<file path="src/rtl/rv_pkg.sv">
// Shared definitions for the register-file writeback path: widths, the x0
// constant, the writeback request record and the arbiter's priority state.
package rv_pkg;

    localparam int RV_DATA_W = 32;
    localparam int RV_ADDR_W = 5;

    localparam logic [RV_ADDR_W-1:0] REG_ZERO = '0;

    typedef struct packed {
        logic                 valid;
        logic [RV_ADDR_W-1:0] dest;
        logic [RV_DATA_W-1:0] data;
    } wb_req_t;

    // Encoding equals the round-robin pointer: the value is the channel granted last.
    typedef enum logic {
        PRI1 = 1'b0,
        PRI0 = 1'b1
    } arb_state_e;

endpackage

</file>
<file path="src/rtl/wb_hold_buf.sv">
// One-entry writeback holding buffer with valid/ready handshake.
// Requests targeting x0 are accepted but dropped, so they never reach the scheduler.
module wb_hold_buf
    import rv_pkg::*;
#(
    parameter int DATA_W = RV_DATA_W,
    parameter int ADDR_W = RV_ADDR_W
) (
    input  logic              clk,
    input  logic              rst,
    input  logic              flush,
    input  logic              req_valid,
    input  logic [ADDR_W-1:0] req_dest,
    input  logic [DATA_W-1:0] req_data,
    input  logic              grant,
    output logic              req_ready,
    output logic              full,
    output logic [ADDR_W-1:0] dest,
    output logic [DATA_W-1:0] data
);

    logic accept;
    logic load;

    // A buffer being drained this cycle can take a new request on the same edge.
    assign req_ready = !full || grant;
    assign accept    = req_valid && req_ready && !flush;
    assign load      = accept && (req_dest != ADDR_W'(REG_ZERO));

    // Occupancy and contents; a refill takes precedence over the drain.
    always_ff @(posedge clk or posedge rst) begin
        if (rst) begin
            full <= 1'b0;
            dest <= '0;
            data <= '0;
        end else begin
            if (flush) begin
                full <= 1'b0;
            end else if (load) begin
                full <= 1'b1;
            end else if (grant) begin
                full <= 1'b0;
            end
            if (load) begin
                dest <= req_dest;
                data <= req_data;
            end
        end
    end

endmodule

</file>
<file path="src/rtl/regfile_wb_arbiter.sv">
// Round-robin arbiter sharing the register-file write port between the ALU
// (channel 0) and load (channel 1) writeback paths, with read-after-write
// hazard flags for the two read addresses.
module regfile_wb_arbiter
    import rv_pkg::*;
#(
    parameter int DATA_W = RV_DATA_W,
    parameter int ADDR_W = RV_ADDR_W
) (
    input  logic              CLK,
    input  logic              RST,
    input  logic              Req0_Valid,
    input  logic [ADDR_W-1:0] Req0_Dest,
    input  logic [DATA_W-1:0] Req0_Data,
    output logic              Req0_Ready,
    input  logic              Req1_Valid,
    input  logic [ADDR_W-1:0] Req1_Dest,
    input  logic [DATA_W-1:0] Req1_Data,
    output logic              Req1_Ready,
    input  logic              Flush,
    input  logic [ADDR_W-1:0] Add_A,
    input  logic [ADDR_W-1:0] Add_B,
    output logic              Hazard_A,
    output logic              Hazard_B,
    output logic [ADDR_W-1:0] Add_Dest,
    output logic [DATA_W-1:0] Write_Data,
    output logic              Write_En
);

    logic              full0, full1;
    logic [ADDR_W-1:0] dest0, dest1;
    logic [DATA_W-1:0] data0, data1;
    logic              grant0, grant1;
    arb_state_e        state_q, state_d;

    wb_hold_buf #(.DATA_W(DATA_W), .ADDR_W(ADDR_W)) u_buf0 (
        .clk       (CLK),
        .rst       (RST),
        .flush     (Flush),
        .req_valid (Req0_Valid),
        .req_dest  (Req0_Dest),
        .req_data  (Req0_Data),
        .grant     (grant0),
        .req_ready (Req0_Ready),
        .full      (full0),
        .dest      (dest0),
        .data      (data0)
    );

    wb_hold_buf #(.DATA_W(DATA_W), .ADDR_W(ADDR_W)) u_buf1 (
        .clk       (CLK),
        .rst       (RST),
        .flush     (Flush),
        .req_valid (Req1_Valid),
        .req_dest  (Req1_Dest),
        .req_data  (Req1_Data),
        .grant     (grant1),
        .req_ready (Req1_Ready),
        .full      (full1),
        .dest      (dest1),
        .data      (data1)
    );

    // Round-robin pointer register; channel 0 wins the first contention.
    always_ff @(posedge CLK or posedge RST) begin
        if (RST) begin
            state_q <= PRI0;
        end else begin
            state_q <= state_d;
        end
    end

    // Grant selection and pointer update; a flush blocks grants and freezes the pointer.
    always_comb begin
        grant0  = 1'b0;
        grant1  = 1'b0;
        state_d = state_q;
        if (!Flush) begin
            if (full0 && (!full1 || state_q == PRI0)) begin
                grant0 = 1'b1;
            end else if (full1) begin
                grant1 = 1'b1;
            end
        end
        if (grant0) begin
            state_d = PRI1;
        end else if (grant1) begin
            state_d = PRI0;
        end
    end

    // Registered write port; address and data hold when idle.
    always_ff @(posedge CLK or posedge RST) begin
        if (RST) begin
            Write_En   <= 1'b0;
            Add_Dest   <= '0;
            Write_Data <= '0;
        end else if (grant0) begin
            Write_En   <= 1'b1;
            Add_Dest   <= dest0;
            Write_Data <= data0;
        end else if (grant1) begin
            Write_En   <= 1'b1;
            Add_Dest   <= dest1;
            Write_Data <= data1;
        end else begin
            Write_En   <= 1'b0;
        end
    end

    // x0 reads never stall since x0 is never written.
    assign Hazard_A = (Add_A != ADDR_W'(REG_ZERO)) &&
                      ((full0 && Add_A == dest0) ||
                       (full1 && Add_A == dest1) ||
                       (Write_En && Add_A == Add_Dest));

    assign Hazard_B = (Add_B != ADDR_W'(REG_ZERO)) &&
                      ((full0 && Add_B == dest0) ||
                       (full1 && Add_B == dest1) ||
                       (Write_En && Add_B == Add_Dest));

endmodule

</file>
<file path="config.mk">
export PLATFORM = sky130hd
export DESIGN_NAME = regfile_wb_arbiter
export DESIGN_NICKNAME = d
export VERILOG_FILES = /design/src/rtl/rv_pkg.sv /design/src/rtl/wb_hold_buf.sv /design/src/rtl/regfile_wb_arbiter.sv
export SDC_FILE = /design/constraint.sdc
export NUM_CORES = 1
export LEC_CHECK = 0
export BUFFER_PORTS_ARGS = -buffer_cell sky130_fd_sc_hd__buf_2
export CAP_MARGIN = 5
export CORE_ASPECT_RATIO = 2
export CORE_MARGIN = 2
export CORE_UTILIZATION = 51
export DETAILED_ROUTE_END_ITERATION = 12
export PLACE_DENSITY = 0.81
export SLEW_MARGIN = 10
export SYNTH_ARGS = -nofsm -noshare
export SYNTH_HDL_FRONTEND = slang
export SYNTH_SLANG_ARGS = --single-unit
</file>
<file path="constraint.sdc">
create_clock -name CLK -period 4.7 [get_ports CLK]
set_input_delay 0.47 -clock CLK [delete_from_list [all_inputs] [get_ports CLK]]
set_output_delay 0.47 -clock CLK [all_outputs]
set_load 0.05 [all_outputs]
</file>
==> results.md <==
* Number of setup violations in the final report at 0
* Final Power at 3600 µW
* Drt via density at 5.68
* Top_reg_cell synth: dfrtp_1
* Hold buffers post-CTS at 0
* Syn avg cell area at 12.6 µm²
* Commonest non-fill, non-tap cell in the layout: buf_2
* DRC at 0
* Area contributors post-synth: dfrtp_1, mux2_2, nor2_1
* Clk slew on worst S/H paths at 0.06 ns
* Yosys cell types at 32
* Die Wd at 73.5 µm
* CTS HTree Levels at 4
* Yosys Warn Count at 0
* Setup WS post-layout at 2.21 ns
* Crit Reg-Reg Startpoint: u_buf1.full$_DFFE_PP0P_
* Cell area after synthesis at 4930 µm²
* CP startpoint: u_buf1.dest[1]$_DFFE_PP0P_
* RSZ-0062 raised after global routing: false
* CTS sink count at 115
* Critical Path RT at 4.23 ns
* Slew @ Worst Pin at 1.09 ns
* Die area at 10,500 µm²
* Post-CTS sizing at 0
* Fin Setup TNS at 0 ns
* Critical path arrival at 2.02 ns
* Vert. Die Dim at 143 µm
* Wire per inst at 19.4 µm
* Seq/Total Area, Yosys at 58.4%
* DRT iter0 DRCs at 136
* Share of layout cells above drive strength 1 at 44.4%
* Max-cap violations at 0
* Net count, final at 612
* Share of the synthesized area in the top cell type at 57.9%
* Diodes inserted at 0
* Worst-path maximum fanout at 4
* CTS tree: built
* All-Layer GR Usage at 24.7%
* Final WL at 12,400 µm
* First-pass GRT wire length at 19,200 µm
* GP Congestion at 0.952
* Post-synth EDFFs at 0
* Seq cells post-synth at 115
* Setup WS pre-CTS at 1.84 ns
* P&R area growth vs syn at 27.0%
* Final cell count without fillers at 640
* Post-Syn Instances at 391
* Vias in the first global route at 3,954
* Core box area at 9380 µm²
* P per Cell Area at 575 nW/µm²
* Max Fclk at 402 MHz
* Fin crit share at 52.9%
* Static Leak at 0.00291 µW
* Postcts setup bufs at 0
* Synth async-reset ratio at 100%
* DRT Pass-1 Iters at 5
* CP Capture Type: output port
* Setup crit start kind: flip-flop
* IO Port Bufs at 130
* Longest Clk Path Bufs at 2
* Top-level I/O count at 131
* Area leader, netlist: dfrtp_1
* Commonest non-fill, non-tap cells in the layout: buf_2, dfrtp_1, nor2_1
* Pin count of the biggest net entering global routing at 74
* GRT overflow at 0
* Clk_lat worst skew at 0.41 ns
* Final HPWL DP at 8340 µm
* Initial Util at 52.5%
* Antenna Nets Post-Route at 0
* TritonCTS Buffers at 17
* Slew Viols, Final at 0
* Post-Syn Nets at 480
* Outcome: complete, no violations
* Hold Path Class: input port to async pin
* Placed insts at 608
* Clock Skew at 0.00839 ns
* Slew headroom at 27.3%
* Crit path time final at 2.49 ns
* # rows at 50
* Fin. Hold Viols at 0
* Via total after detailed routing at 3,634
* Initial antenna violation count at 0
* Setup CP Type: flip-flop to output port
* Clk root buf: clkbuf_16
* VDD IR max at 0.437 mV
## path summary, 6_finish.rpt
kind / endpoint / slack [ns] / depth (start not counted)
worst max-delay path: Hazard_B / 2.21 / 5
worst min-delay path: Write_Data[5]$_DFFE_PP0P_ / 0.25 / 2
worst max register to register: u_buf0.data[28]$_DFFE_PP0P_ / 2.44 / 4
worst min register to register: Write_Data[1]$_DFFE_PP0P_ / 0.49 / 2
max in group asynchronous: Write_Data[10]$_DFFE_PP0P_ / 3.34 / 3
min in group CLK: u_buf1.data[2]$_DFFE_PP0P_ / 0.28 / 2
## layout make-up
cell class	instances	area, µm²
clock buffers	23	498
clock inverters	9	125
repair buffers	134	681
multi-input cells	251	1930
fillers	676	3120
well taps	104	130
flip-flops and latches	115	2880
inverters	4	17.5
## critical path: stages, from the launching register on
cell	delay, ns
dfrtp_1	0.43
xnor2_1	0.21
nand4_1	0.19
o32a_1	0.36
a21oi_1	0.13
buf_2	0.28
## report_power, final
group          total (µW)  switching, µW  internal, µW
clock network        1340            435           900
logic                 893            574           319
registers            1370            162          1210
## metal layers
metal | share of wire (%) | vias up | wire length [µm] | global-route usage [%]
met3 | 4.6 | 42 | 576 | 6.56
met1 | 34 | 1818 | 4230 | 24.5
met5 | 0 | - | 0 | 0
li1 | - | 1633 | - | -
met2 | 57 | 141 | 7100 | 45.0
met4 | 4.1 | 0 | 503 | 13.0
## stage by stage
stage,util (%),instance area [µm²],hold WS (ns)
finish,66.7,6260,0.251
global route,66.7,6260,0.272
CTS,66.7,6260,0.268
detailed placement,60.1,5640,0.481
global placement,60.1,5640,0.468
floorplan,-,4930,0.461
## flip-flops by register name, summed over array words and instances (netlist names)
register / cells
Write_Data: 32
u_buf0.data: 32
u_buf1.data: 32
Add_Dest: 5
u_buf0.dest: 5
u_buf1.dest: 5
Write_En: 1
state_q: 1
u_buf0.full: 1
u_buf1.full: 1
## cell usage after synthesis (2+ instances only)
library cell / number
nand3_1: 3
dfrtp_1: 114
mux2_2: 46
or4_1: 4
buf_2: 4
inv_2: 2
mux2_1: 9
nand4_1: 2
buf_6: 6
inv_1: 2
nand2_1: 4
mux2_4: 19
xnor2_1: 13
a21oi_1: 4
nor2_1: 79
nor4_1: 4
xor2_1: 17
o22ai_1: 37
clkbuf_1: 9
## kinds of logic (layout without fill, tap and decap cells)
group,count (synthesis),in the layout,synth area share (%)
AO/OA/AOI/OAI,49,49,6.65
XOR/XNOR,30,30,5.33
buffers and inverters,25,170,3.00
flip-flops,115,115,58.4
multiplexers,74,74,18.4
AND/OR/NAND/NOR,98,98,8.25
Power figures use the tool's default switching activity.
